**config.mk**
```make
export PLATFORM = sky130hd
export DESIGN_NAME = fetch_unit_flat
export DESIGN_NICKNAME = d
export VERILOG_FILES = /design/src/rtl/fetch_unit_if.sv /design/src/rtl/fetch_unit.sv /design/src/flat_wrapper.sv
export SDC_FILE = /design/constraint.sdc
export NUM_CORES = 1
export LEC_CHECK = 0
export BUFFER_PORTS_ARGS = -buffer_cell sky130_fd_sc_hd__buf_2
export CELL_PAD_IN_SITES_DETAIL_PLACEMENT = 1
export CELL_PAD_IN_SITES_GLOBAL_PLACEMENT = 2
export CORE_MARGIN = 4
export CORE_UTILIZATION = 27
export CTS_CLUSTER_SIZE = 10
export DETAILED_ROUTE_END_ITERATION = 12
export GPL_ROUTABILITY_DRIVEN = 0
export PLACE_DENSITY = 0.8
export SYNTH_ARGS = -nofsm -noshare
export SYNTH_HDL_FRONTEND = slang
export SYNTH_SLANG_ARGS = --single-unit
```
**constraint.sdc**
```tcl
create_clock -name clk -period 1.9 [get_ports clk]
set_input_delay 0.19 -clock clk [delete_from_list [all_inputs] [get_ports clk]]
set_output_delay 0.19 -clock clk [all_outputs]
set_load 0.05 [all_outputs]
```
**src/rtl/fetch_unit_if.sv**
```systemverilog
// Fetch-stage bus bundle: PC register, instruction-memory and decode signals.
// master = fetch_unit side, slave = surrounding pipeline / memory side.
interface fetch_unit_if #(
    parameter int ADDR_W = 16,
    parameter int DATA_W = 16
);
    logic [ADDR_W-1:0] pc_in;
    logic [ADDR_W-1:0] pc_next;
    logic              pc_write;
    logic              stall;
    logic              branch_taken;
    logic [ADDR_W-1:0] branch_target;
    logic [ADDR_W-1:0] mem_addr;
    logic              mem_rd_req;
    logic              mem_rd_ack;
    logic [DATA_W-1:0] mem_rd_data;
    logic [DATA_W-1:0] instr_out;
    logic [ADDR_W-1:0] instr_pc;
    logic              instr_valid;
    logic              instr_ready;
    logic              fetch_fault;

    modport master (
        input  pc_in, stall, branch_taken, branch_target,
               mem_rd_ack, mem_rd_data, instr_ready,
        output pc_next, pc_write, mem_addr, mem_rd_req,
               instr_out, instr_pc, instr_valid, fetch_fault
    );

    modport slave (
        output pc_in, stall, branch_taken, branch_target,
               mem_rd_ack, mem_rd_data, instr_ready,
        input  pc_next, pc_write, mem_addr, mem_rd_req,
               instr_out, instr_pc, instr_valid, fetch_fault
    );
endinterface

```
**src/rtl/fetch_unit.sv**
```systemverilog
// Instruction fetch stage: PC -> memory read (req/ack) -> decode (valid/ready).
// Optional misaligned-PC fault enabled by defining FETCH_ALIGN_CHECK_EN.
module fetch_unit #(
    parameter int                ADDR_W      = 16,
    parameter int                DATA_W      = 16,
    parameter int                INSTR_BYTES = 2,
    parameter logic [ADDR_W-1:0] RESET_ADDR  = 'h400
) (
    input logic          clk,
    input logic          clear,
    fetch_unit_if.master bus
);
    typedef enum logic [1:0] {S_IDLE, S_REQ, S_HOLD} state_t;

    state_t            state, state_d;
    logic [ADDR_W-1:0] pc_next_q, pc_next_d;
    logic [ADDR_W-1:0] mem_addr_q, mem_addr_d;
    logic [ADDR_W-1:0] instr_pc_q, instr_pc_d;
    logic [DATA_W-1:0] instr_q, instr_d;
    logic              pc_write_q, pc_write_d;
    logic              req_q, req_d;
    logic              valid_q, valid_d;
    logic              fault_q, fault_d;
    logic [ADDR_W-1:0] pc_cur;
    logic              misaligned;

    // pc_in only reflects a pc_write one edge later, so forward the value being loaded
    assign pc_cur = pc_write_q ? pc_next_q : bus.pc_in;

`ifdef FETCH_ALIGN_CHECK_EN
    assign misaligned = (pc_cur % ADDR_W'(INSTR_BYTES)) != '0;
`else
    assign misaligned = 1'b0;
`endif

    always_comb begin
        state_d    = state;
        pc_next_d  = pc_next_q;
        pc_write_d = 1'b0;
        req_d      = req_q;
        mem_addr_d = mem_addr_q;
        instr_d    = instr_q;
        instr_pc_d = instr_pc_q;
        valid_d    = valid_q;
        fault_d    = fault_q;

        if (bus.branch_taken) begin
            pc_next_d  = bus.branch_target;
            pc_write_d = 1'b1;
            valid_d    = 1'b0;
            req_d      = 1'b0;
            fault_d    = 1'b0;
            state_d    = S_IDLE;
        end else begin
            unique case (state)
                S_IDLE: begin
                    if (!bus.stall && !fault_q) begin
                        if (misaligned) begin
                            fault_d = 1'b1;
                        end else begin
                            state_d    = S_REQ;
                            req_d      = 1'b1;
                            mem_addr_d = pc_cur;
                        end
                    end
                end
                S_REQ: begin
                    if (bus.mem_rd_ack) begin
                        instr_d    = bus.mem_rd_data;
                        instr_pc_d = mem_addr_q;
                        valid_d    = 1'b1;
                        pc_next_d  = mem_addr_q + ADDR_W'(INSTR_BYTES);
                        pc_write_d = 1'b1;
                        req_d      = 1'b0;
                        state_d    = S_HOLD;
                    end
                end
                S_HOLD: begin
                    if (valid_q && bus.instr_ready) begin
                        valid_d = 1'b0;
                        state_d = S_IDLE;
                        if (!bus.stall) begin
                            if (misaligned) begin
                                fault_d = 1'b1;
                            end else begin
                                state_d    = S_REQ;
                                req_d      = 1'b1;
                                mem_addr_d = pc_cur;
                            end
                        end
                    end
                end
                default: state_d = S_IDLE;
            endcase
        end
    end

    always_ff @(posedge clk) begin
        if (clear) begin
            state      <= S_IDLE;
            pc_next_q  <= RESET_ADDR;
            pc_write_q <= 1'b0;
            req_q      <= 1'b0;
            mem_addr_q <= '0;
            instr_q    <= '0;
            instr_pc_q <= '0;
            valid_q    <= 1'b0;
            fault_q    <= 1'b0;
        end else begin
            state      <= state_d;
            pc_next_q  <= pc_next_d;
            pc_write_q <= pc_write_d;
            req_q      <= req_d;
            mem_addr_q <= mem_addr_d;
            instr_q    <= instr_d;
            instr_pc_q <= instr_pc_d;
            valid_q    <= valid_d;
            fault_q    <= fault_d;
        end
    end

    assign bus.pc_next     = pc_next_q;
    assign bus.pc_write    = pc_write_q;
    assign bus.mem_rd_req  = req_q;
    assign bus.mem_addr    = mem_addr_q;
    assign bus.instr_out   = instr_q;
    assign bus.instr_pc    = instr_pc_q;
    assign bus.instr_valid = valid_q;
    assign bus.fetch_fault = fault_q;
endmodule
```
**src/flat_wrapper.sv**
```systemverilog
// flat-port wrapper written by rule: the top's interface ports become plain ports
module fetch_unit_flat 
#(
    parameter int                ADDR_W      = 16,
    parameter int                DATA_W      = 16,
    parameter int                INSTR_BYTES = 2,
    parameter logic [ADDR_W-1:0] RESET_ADDR  = 'h400
)
  (clk, clear, bus_pc_in, bus_stall, bus_branch_taken, bus_branch_target, bus_mem_rd_ack, bus_mem_rd_data, bus_instr_ready, bus_pc_next, bus_pc_write, bus_mem_addr, bus_mem_rd_req, bus_instr_out, bus_instr_pc, bus_instr_valid, bus_fetch_fault);
  fetch_unit_if #(.ADDR_W(ADDR_W), .DATA_W(DATA_W)) bus_i ();
  input logic clk;
  input logic clear;
  input wire logic [$bits(bus_i.pc_in)-1:0] bus_pc_in;
  input wire logic [$bits(bus_i.stall)-1:0] bus_stall;
  input wire logic [$bits(bus_i.branch_taken)-1:0] bus_branch_taken;
  input wire logic [$bits(bus_i.branch_target)-1:0] bus_branch_target;
  input wire logic [$bits(bus_i.mem_rd_ack)-1:0] bus_mem_rd_ack;
  input wire logic [$bits(bus_i.mem_rd_data)-1:0] bus_mem_rd_data;
  input wire logic [$bits(bus_i.instr_ready)-1:0] bus_instr_ready;
  output wire logic [$bits(bus_i.pc_next)-1:0] bus_pc_next;
  output wire logic [$bits(bus_i.pc_write)-1:0] bus_pc_write;
  output wire logic [$bits(bus_i.mem_addr)-1:0] bus_mem_addr;
  output wire logic [$bits(bus_i.mem_rd_req)-1:0] bus_mem_rd_req;
  output wire logic [$bits(bus_i.instr_out)-1:0] bus_instr_out;
  output wire logic [$bits(bus_i.instr_pc)-1:0] bus_instr_pc;
  output wire logic [$bits(bus_i.instr_valid)-1:0] bus_instr_valid;
  output wire logic [$bits(bus_i.fetch_fault)-1:0] bus_fetch_fault;
  assign bus_i.pc_in = bus_pc_in;
  assign bus_i.stall = bus_stall;
  assign bus_i.branch_taken = bus_branch_taken;
  assign bus_i.branch_target = bus_branch_target;
  assign bus_i.mem_rd_ack = bus_mem_rd_ack;
  assign bus_i.mem_rd_data = bus_mem_rd_data;
  assign bus_i.instr_ready = bus_instr_ready;
  assign bus_pc_next = bus_i.pc_next;
  assign bus_pc_write = bus_i.pc_write;
  assign bus_mem_addr = bus_i.mem_addr;
  assign bus_mem_rd_req = bus_i.mem_rd_req;
  assign bus_instr_out = bus_i.instr_out;
  assign bus_instr_pc = bus_i.instr_pc;
  assign bus_instr_valid = bus_i.instr_valid;
  assign bus_fetch_fault = bus_i.fetch_fault;
  fetch_unit #(.ADDR_W(ADDR_W), .DATA_W(DATA_W), .INSTR_BYTES(INSTR_BYTES), .RESET_ADDR(RESET_ADDR)) u_core (.clk(clk), .clear(clear), .bus(bus_i));
endmodule
```
==> reports/qor.yml, run 1 <==
floorplanning:
  die_h_um: 115
  die_area_um2: 13200
  ios: 122
  core_um2: 11000
  start_util_pct: 28.1
  die_w_um: 115
  row_count: 38
drt:
  vias: 3041
  wirelength_mm: 10.4
  drtAntennaViolNets: 0
  post_drt_wl_per_cell_um: 16.4
  dr.pass1.iters: 4
  viasPerCell: 4.80
  drc: 0
  dr.first_iter.drc_count: 112
clock_network:
  cts_setup_buffers: 0
  numCtsBuffers: 9
  htreeDepth: 3
  cts_tree: "built"
  cts_num_sinks: 69
  path_clk_slew_ns: 0.05
  cts_hold_buf: 0
  cts-resized-gates: 0
  clockRootBuffer: "clkbuf_16"
  clk_path_buf_depth: 2
  clkLatencyLatePin_ns: 0.32
placement:
  dp_cells: 620
  post_dp_cell_area_um2: 3880
  place_ws_ns: 0.190
  port_buffers: 120
  dp_hpwl_mm: 7.98
critical_path:
  path_max_fanout: 7
  critPathLaunchType: "register"
  cp.required_ns: 2.15
  cp-end-kind: "register"
  cp.arrival_ns: 1.96
  path_class: "reg2reg"
logic_synthesis:
  synth_ff_type: "dfxtp_1"
  synth.distinct_cells: 50
  syn_area_um2: 3090
  synth_seq_cells: 69
  yosysWarnings: 0
  synth_edf_count: 0
  async_reset_ff_share_pct: 0
  synth-seq-area-share_pct: 44.6
  syn_inst: 370
  synth_nets: 425
  avgSynthCellArea_um2: 8.36
pwr:
  seq_power_share_pct: 43.7
  p_int_mw: 2.55
  p_per_area_nw_per_um2: 867
  p_comb_share_pct: 16.2
  irDropWorstVdd_uv: 336
  power_frac_clock_pct: 40.1
  swShare_pct: 28.8
  p_leak_nw: 1.76
  p_switching_mw: 1.03
sta:
  fin_crit_ns: 1.71
  hold_viol_final: 0
  setup_ws_ns: 0.193
  worst_hold_slack_ns: 0.100
  clock_skew_ns: 0.00360
  finalSetupViolCount: 0
  drv_slew: 0
  setup_tns_ns: 0
  timing.final.crit_share_pct: 89.9
  fmax_mhz: 586
  rsz0062_at_grt: "false"
layout:
  final_common_cell: "buf_2"
  drive_gt1_share_pct: 33.4
  nFillCells: 1348
  fin_cells: 634
  layout_common_cells: "buf_2, nand2_1, dfxtp_1"
  diodes: 0
  regArea_um2: 1380
  final_nets: 546
  area_delta_synth_final_pct: 33.5
  fin_area_um2: 4130
  multi_input_area_um2: 1550
global_routing:
  antenna_found_initial: 0
  grt_pass1_wl_mm: 16.4
  grt_start_max_net_pins: 33
  grt_remaining_overflow: 0
  grt_pass1_vias: 3149
  track_usage_pct: 15.8
worst_hold_path:
  hp-class: "in2reg"
job:
  maxCapViolCount: 0
outcome:
  outcome: "finished clean"
==> registers in the layout (all words and copies together) (netlist names) <==
name and cells:
u_core.bus.instr_out 16, u_core.bus.mem_rd_req 1, u_core.bus.pc_next 16, u_core.bus.instr_valid 1
u_core.bus.mem_addr 16, u_core.bus.pc_write 1, u_core.state 2, u_core.bus.instr_pc 16
==> final timing paths <==
path / from / endpoint / slack, ns / cells past startpoint
min reg2reg: u_core.bus.instr_out[12] / u_core.bus.instr_out[12] / 0.45 / 2
max reg2reg: u_core.bus.mem_addr[1] / u_core.bus.pc_next[13] / 0.19 / 5
min: bus_mem_rd_data[12] / u_core.bus.instr_out[12] / 0.1 / 3
max: u_core.bus.mem_addr[1] / u_core.bus.pc_next[13] / 0.19 / 5
==> layer usage <==
metal,vias up,routed length (µm),track usage [%]
met5,-,0,0
met1,1429,4690,19.7
li1,1522,-,-
met4,0,84,3.68
met2,81,5020,27.0
met3,9,601,4.42
==> logic make-up after synthesis <==
family	count (synthesis)	synth area share, %
buf+inv	34	5.30
xor+xnor	5	1.42
flops	69	44.6
other cells	1	0.121
mux	18	5.86
compound gates	89	17.7
simple gates	153	24.5
fa+ha+maj	1	0.404
==> synth_stat cells (all sizes together) (2+ instances only) <==
cell type / count / area (µm²)
dfxtp: 69 / 1380
o32ai: 2 / 17.5
buf: 21 / 115
nand2: 88 / 330
nor3b: 2 / 15.0
clkbuf: 10 / 37.5
nor4: 5 / 73.8
a211o: 2 / 17.5
inv: 3 / 11.3
nand2b: 3 / 18.8
o21ai: 7 / 35.0
o221ai: 2 / 17.5
nand3b: 4 / 30.0
o31a: 2 / 17.5
nand3: 5 / 37.5
mux2i: 17 / 170
a21o: 2 / 15.0
o22ai: 4 / 25.0
nor2: 27 / 101
nor3: 6 / 30.0
o21a: 2 / 15.0
xnor2: 5 / 43.8
a21oi: 43 / 215
nand4: 4 / 46.3
a211oi: 16 / 120
a31oi: 3 / 18.8
==> power groups by stage <==
stage	Clock, mW	Combinational [mW]	Sequential (mW)
floorplan	0	0.203	1.77
global placement	0	0.576	1.59
detailed placement	0	0.586	1.60
CTS	1.47	0.588	1.57
global route	1.55	0.622	1.58
finish	1.44	0.581	1.57
==> metrics by stage <==
stage | utilization [%] | total power, mW
2_1_floorplan | - | 1.97
3_3_place_gp | 35.2 | 2.17
3_5_place_dp | 35.2 | 2.18
4_1_cts | 37.4 | 3.62
5_1_grt | 37.4 | 3.75
6_report | 37.4 | 3.58
==> area by class of cell <==
| class | instances | share of cell area [%] |
|---|---|---|
| clock buffers | 11 | 5.63 |
| well taps | 140 | 4.24 |
| clock inverters | 3 | 0.364 |
| repair buffers | 141 | 18.4 |
| inverters | 3 | 0.273 |
| flip-flops and latches | 69 | 33.5 |
| multi-input cells | 267 | 37.6 |
==> worst max-delay path, cell delays in order, from the launching register on <==
cell and delay [ns]:
dfxtp_2 0.39, ha_1 0.24, nand4_2 0.25, nor4_4 0.26, mux2_1 0.36, a31oi_1 0.15
Power figures use the tool's default switching activity.
==> inputs of run 2 (changes only) <==
--- a/config.mk
+++ b/config.mk
@@ -9,11 +9,12 @@
 export CELL_PAD_IN_SITES_DETAIL_PLACEMENT = 1
 export CELL_PAD_IN_SITES_GLOBAL_PLACEMENT = 2
 export CORE_MARGIN = 4
-export CORE_UTILIZATION = 27
+export CORE_UTILIZATION = 28
+export CTS_BUF_LIST = sky130_fd_sc_hd__clkbuf_4 sky130_fd_sc_hd__clkbuf_8
 export CTS_CLUSTER_SIZE = 10
 export DETAILED_ROUTE_END_ITERATION = 12
 export GPL_ROUTABILITY_DRIVEN = 0
-export PLACE_DENSITY = 0.8
+export PLACE_DENSITY = 0.82
 export SYNTH_ARGS = -nofsm -noshare
 export SYNTH_HDL_FRONTEND = slang
 export SYNTH_SLANG_ARGS = --single-unit
==> reports/qor.yml, run 2 (synthesis gave the netlist of run 1 again) <==
outcome:
  outcome: "finished clean"
drt:
  drtAntennaViolNets: 0  # unchanged
  dr.pass1.iters: 4  # unchanged
  viasPerCell: 4.85  # +1.2%
  wirelength_mm: 10.1  # -3.0%
  drc: 0  # unchanged
  vias: 3073  # +1.1%
  dr.first_iter.drc_count: 107  # -4.5%
  post_drt_wl_per_cell_um: 15.9  # -2.8%
clock_network:
  cts_tree: "built"
  clockRootBuffer: "clkbuf_8"
  htreeDepth: 3  # unchanged
  clkLatencyLatePin_ns: 0.34  # +0.02 ns
  cts_setup_buffers: 0  # unchanged
  numCtsBuffers: 9  # unchanged
  cts_hold_buf: 0  # unchanged
  path_clk_slew_ns: 0.07  # +0.02 ns
  cts_num_sinks: 69  # unchanged
  cts-resized-gates: 0  # unchanged
  clk_path_buf_depth: 2  # unchanged
critical_path:
  path_class: "reg2reg"
  worst-r2r-setup-slack_ns: 0.20  # about the same
  cp.required_ns: 2.17  # +0.02 ns
  reg2reg_to: "u_core.bus.pc_next[13]"
  path_cells: "ha_1 > nand4_2 > nor4_4 > mux2_1 > a31oi_1"
  critPathBufInv: 0  # unchanged
  crit_path_top_delay_cell: "dfxtp_2"
  path_max_fanout: 7  # unchanged
  timing.rr.start: "u_core.bus.mem_addr[1]"
  r2r_cells: 5  # unchanged
  cp.arrival_ns: 1.97  # about the same
  critPathLaunchType: "register"
  cpPeakStageDelay_ns: 0.39  # about the same
  cpLargestDelayFamily: "simple AND/OR/NAND/NOR gates"
  cp-end-kind: "register"
job:
  maxCapViolCount: 0  # unchanged
floorplanning:
  start_util_pct: 28.5  # +0.49 points
  die_w_um: 113  # -1.7%
  ios: 122  # unchanged
  die_h_um: 113  # -1.7%
  die_area_um2: 12800  # -3.3%
  core_um2: 10800  # -1.7%
  row_count: 38  # unchanged
sta:
  rsz0062_at_grt: "false"
  fin_crit_ns: 1.70  # -0.00758 ns
  hold_viol_final: 0  # unchanged
  max_slew.worst_pin.slew_ns: 0.540
  drv_slew: 0  # unchanged
  finalSetupViolCount: 0  # unchanged
  fmax_mhz: 588  # +0.45%
  timing.final.crit_share_pct: 89.5  # -0.40 points
  setup_tns_ns: 0  # unchanged
  clock_skew_ns: 0.00787  # +0.00427 ns
  slew_headroom_pct: 64.0
layout:
  final_nets: 544  # -0.37%
  nFillCells: 1355  # +0.52%
  fin_area_um2: 4040  # -2.2%
  final_common_cell: "buf_2"
  drive_gt1_share_pct: 33.5  # +0.14 points
  layout_common_cells: "buf_2, nand2_1, dfxtp_1"
  area_delta_synth_final_pct: 30.5
placement:
  post_dp_cell_area_um2: 3870  # -0.39%
  dp_hpwl_mm: 7.65  # -4.2%
  port_buffers: 120  # unchanged
pwr:
  p_per_area_nw_per_um2: 792  # -8.7%
  irDropWorstVdd_uv: 259  # -23%
  p_leak_nw: 1.72  # -2.5%
global_routing:
  grt_pass1_vias: 3163  # +0.44%
  track_usage_pct: 16.0  # +0.22 points
  grt_pass1_wl_mm: 16.2  # -1.1%
  grt_start_max_net_pins: 28  # -15%
  grt_remaining_overflow: 0  # unchanged
  antenna_found_initial: 0  # unchanged
worst_hold_path:
  worstHoldStart: "bus_branch_target[10]"
  hp-class: "in2reg"
  holdPathEnd: "u_core.bus.pc_next[10]"
  min_path_cells: 3  # unchanged
==> run 2: worst max path at each step <==
| stage | depth (start not counted) | slack [ns] | startpoint | end |
|---|---|---|---|---|
| after global routing | 5 | 0.07 | u_core.bus.mem_addr[1] | u_core.bus.pc_next[13] |
| after detailed placement | 5 | 0.22 | u_core.bus.mem_addr[1] | u_core.bus.pc_next[13] |
| after floorplan | 5 | 0.004 | u_core.bus.mem_addr[6] | u_core.bus.pc_next[13] |
| final | 5 | 0.20 | u_core.bus.mem_addr[1] | u_core.bus.pc_next[13] |
| after CTS | 5 | 0.19 | u_core.bus.mem_addr[1] | u_core.bus.pc_next[13] |
| after global placement | 5 | 0.24 | u_core.bus.mem_addr[1] | u_core.bus.pc_next[13] |
==> run 2: final cells by class <==
class	count	area [µm²]	area share, %
Clock inverter	2	10.0	0.248
Tap cell	140	175	4.34
Clock buffer	12	159	3.93
Multi-Input combinational cell	267	1550	38.5
Timing Repair Buffer	139	743	18.4
Antenna cell	1	2.50	0.0620
Inverter	3	11.3	0.279
Sequential cell	69	1380	34.3
==> run 2: per-layer routing <==
layer	track usage, %	vias to the layer above	routed length, µm
li1	-	1520	-
met1	20.2	1449	4580
met2	25.3	88	4560
met3	4.44	16	718
met4	7.29	0	234
met5	0	-	0
==> run 2: per-stage QoR <==
stage | util, % | setup slack (ns) | hold slack (ns) | cells | total power, mW
floorplan | - | 0.00366 | 0.323 | 370 | 1.97
global placement | 35.7 | 0.244 | 0.431 | 618 | 2.16
detailed placement | 35.7 | 0.222 | 0.435 | 618 | 2.17
CTS | 37.2 | 0.193 | 0.0610 | 632 | 3.25
global route | 37.2 | 0.0725 | 0.0741 | 632 | 3.36
finish | 37.3 | 0.200 | 0.0831 | 633 | 3.20
==> run 2: tightest hold or removal path, stage by stage <==
cell     delay, ns
buf_2         0.09
a21oi_1       0.06
o21ai_1       0.06
==> run 2: where the power goes <==
group | switching, mW | internal, mW
registers | 0.0665 | 1.50
logic | 0.385 | 0.180
clock network | 0.522 | 0.541
==> inputs of run 3 (changes only) <==
--- a/config.mk
+++ b/config.mk
@@ -5,16 +5,16 @@
 export SDC_FILE = /design/constraint.sdc
 export NUM_CORES = 1
 export LEC_CHECK = 0
-export BUFFER_PORTS_ARGS = -buffer_cell sky130_fd_sc_hd__buf_2
 export CELL_PAD_IN_SITES_DETAIL_PLACEMENT = 1
 export CELL_PAD_IN_SITES_GLOBAL_PLACEMENT = 2
 export CORE_MARGIN = 4
-export CORE_UTILIZATION = 28
+export CORE_UTILIZATION = 36
 export CTS_BUF_LIST = sky130_fd_sc_hd__clkbuf_4 sky130_fd_sc_hd__clkbuf_8
 export CTS_CLUSTER_SIZE = 10
 export DETAILED_ROUTE_END_ITERATION = 12
+export DONT_BUFFER_PORTS = 1
 export GPL_ROUTABILITY_DRIVEN = 0
-export PLACE_DENSITY = 0.82
+export PLACE_DENSITY = 0.81
 export SYNTH_ARGS = -nofsm -noshare
 export SYNTH_HDL_FRONTEND = slang
 export SYNTH_SLANG_ARGS = --single-unit
==> reports/qor.yml, run 3 (synthesis gave the netlist of run 1 again) <==
global_routing:
  grt_remaining_overflow: 0  # unchanged
  grt_pass1_wl_mm: 15.9  # -2.2%
  grt_start_max_net_pins: 63  # +130%
  grt_pass1_vias: 2993  # -5.4%
  track_usage_pct: 20.2  # +4.2 points
  antenna_found_initial: 0  # unchanged
critical_path:
  cp.arrival_ns: 1.95  # -0.02 ns
  critPathLaunchType: "primary input"
  cpPeakStageDelay_ns: 0.93  # +0.54 ns
  cpMostUsedCell: "dlygate4sd3_1"
  cp-startpoint: "bus_branch_taken"
  path_class: "in2reg"
  path_cells: "dlygate4sd3_1 > nand2_1 > dlygate4sd3_1 > a21oi_1"
  cp-end-kind: "register"
  critPathBufInv: 2  # +2
  crit_path_top_delay_cell: "dlygate4sd3_1"
  timing.rr.start: "u_core.bus.mem_addr[1]"
  cpLargestDelayFamily: "buffers and inverters"
  cp.required_ns: 2.19  # +0.02 ns
  path_max_fanout: 21  # +14
placement:
  dp_hpwl_mm: 6.82  # -11%
  post_dp_cell_area_um2: 3410  # -12%
  port_buffers: 0  # -100%
layout:
  diodes: 0  # -1
  final_common_cell: "nand2_1"
  area_delta_synth_final_pct: 27.7
  drive_gt1_share_pct: 16.9  # -17 points
  fin_util_pct: 47.6  # +10 points
  layout_common_cells: "nand2_1, dfxtp_1, a21oi_1"
  final_nets: 476  # -13%
  fin_area_um2: 3950  # -2.1%
  nFillCells: 972  # -28%
job:
  maxCapViolCount: 0  # unchanged
drt:
  dr.pass1.iters: 4  # unchanged
  viasPerCell: 5.34  # +10%
  wirelength_mm: 9.95  # -1.3%
  post_drt_wl_per_cell_um: 18.7  # +18%
  dr.first_iter.drc_count: 96  # -10%
  vias: 2835  # -7.7%
  drtAntennaViolNets: 0  # unchanged
  drc: 0  # unchanged
floorplanning:
  core_um2: 8300  # -23%
  start_util_pct: 37.3  # +8.7 points
  ios: 122  # unchanged
  die_area_um2: 10100  # -21%
  die_w_um: 101  # -11%
  row_count: 33  # -13%
  die_h_um: 101  # -11%
pwr:
  p_int_mw: 2.58  # +16%
  p_per_area_nw_per_um2: 908  # +15%
  irDropWorstVdd_uv: 475  # +83%
  seq_power_share_pct: 44.0  # -5.1 points
  p_comb_share_pct: 15.3  # -2.4 points
  p_leak_nw: 1.44  # -16%
  swShare_pct: 28.1  # -2.3 points
  p_switching_mw: 1.01  # +3.6%
  power_frac_clock_pct: 40.7  # +7.4 points
sta:
  worst_hold_slack_ns: 0.0202  # -0.0628 ns
  rsz0062_at_grt: "false"
  setup_tns_ns: 0  # unchanged
  fin_crit_ns: 1.66  # -0.0390 ns
  hold_viol_final: 0  # unchanged
  slew_headroom_pct: 58.9  # -5.1 points
  max_slew.worst_pin.slew_ns: 0.614  # +0.0738 ns
  timing.final.crit_share_pct: 87.4  # -2.1 points
  drv_slew: 0  # unchanged
  fmax_mhz: 602  # +2.3%
  finalSetupViolCount: 0  # unchanged
  clock_skew_ns: 0.0127  # +0.00482 ns
clock_network:
  clkLatencyLatePin_ns: 0.35  # about the same
  clockRootBuffer: "clkbuf_8"
  path_clk_slew_ns: 0.08  # about the same
  numCtsBuffers: 9  # unchanged
  htreeDepth: 3  # unchanged
  cts-resized-gates: 0  # unchanged
  clk_path_buf_depth: 2  # unchanged
  cts_tree: "built"
  cts_num_sinks: 69  # unchanged
worst_hold_path:
  worstHoldStart: "bus_branch_target[9]"
  hp-class: "in2reg"
outcome:
  outcome: "finished clean"
## run 3: changes by cell type in the layout (fill, tap and decap cells not counted), moves of 2 or more
cell,change
buf_2,-120
buf_4,+23
bufinv_16,+3
clkbuf_8,-2
dlygate4sd3_1,+27
## run 3: power by group through the flow
stage	clock (mW)	combinational (mW)	sequential [mW]
3_3_place_gp	0	0.466	1.61
2_1_floorplan	0	0.203	1.77
6_report	1.46	0.550	1.58
5_1_grt	1.56	0.589	1.59
4_1_cts	1.50	0.555	1.58
3_5_place_dp	0	0.474	1.61
## run 3: final cells by class
type	count	area (µm²)	area share, %
timing repair buffer	71	633	16.0
multi-input combinational	267	1550	39.2
tap	105	131	3.32
clock inverter	6	111	2.82
clock buffer	10	131	3.32
sequential	69	1390	35.0
inverter	3	11.3	0.285
## run 3: final timing paths
kind	slack (ns)	endpoint	depth (start not counted)
setup / recovery	0.24	u_core.bus.pc_next[0]	4
hold / removal	0.02	u_core.bus.pc_next[9]	2
setup reg to reg	0.25	u_core.bus.pc_next[13]	5
hold reg to reg	0.46	u_core.bus.instr_pc[5]	2
## run 3: layer usage
layer / GRT usage, % / part of all wire, %
met5: 0 / 0
met3: 7.47 / 8.2
met4: 5.70 / 1.2
met2: 34.4 / 50
met1: 23.8 / 41
## run 3: stage by stage
stage	setup WS, ns	std cells	total power [mW]
after CTS	0.243	531	3.63
after global routing	0.144	531	3.74
after detailed placement	0.270	487	2.09
final	0.239	531	3.59
after floorplan	0.00366	370	1.97
after global placement	0.341	487	2.08
## run 3: worst reg2reg max path, cell delays in order, from the launching register on
cell	delay (ns)
dfxtp_2	0.34
ha_1	0.22
nand4_2	0.23
nor4_4	0.25
mux2_1	0.36
a31oi_1	0.17
## run 3: timing repair
item / CTS / global route
hold endpoints to repair: 62 / 0
setup endpoints to repair: 0 / 0
hold buffers: 28 / 0
setup buffers: 0 / 0
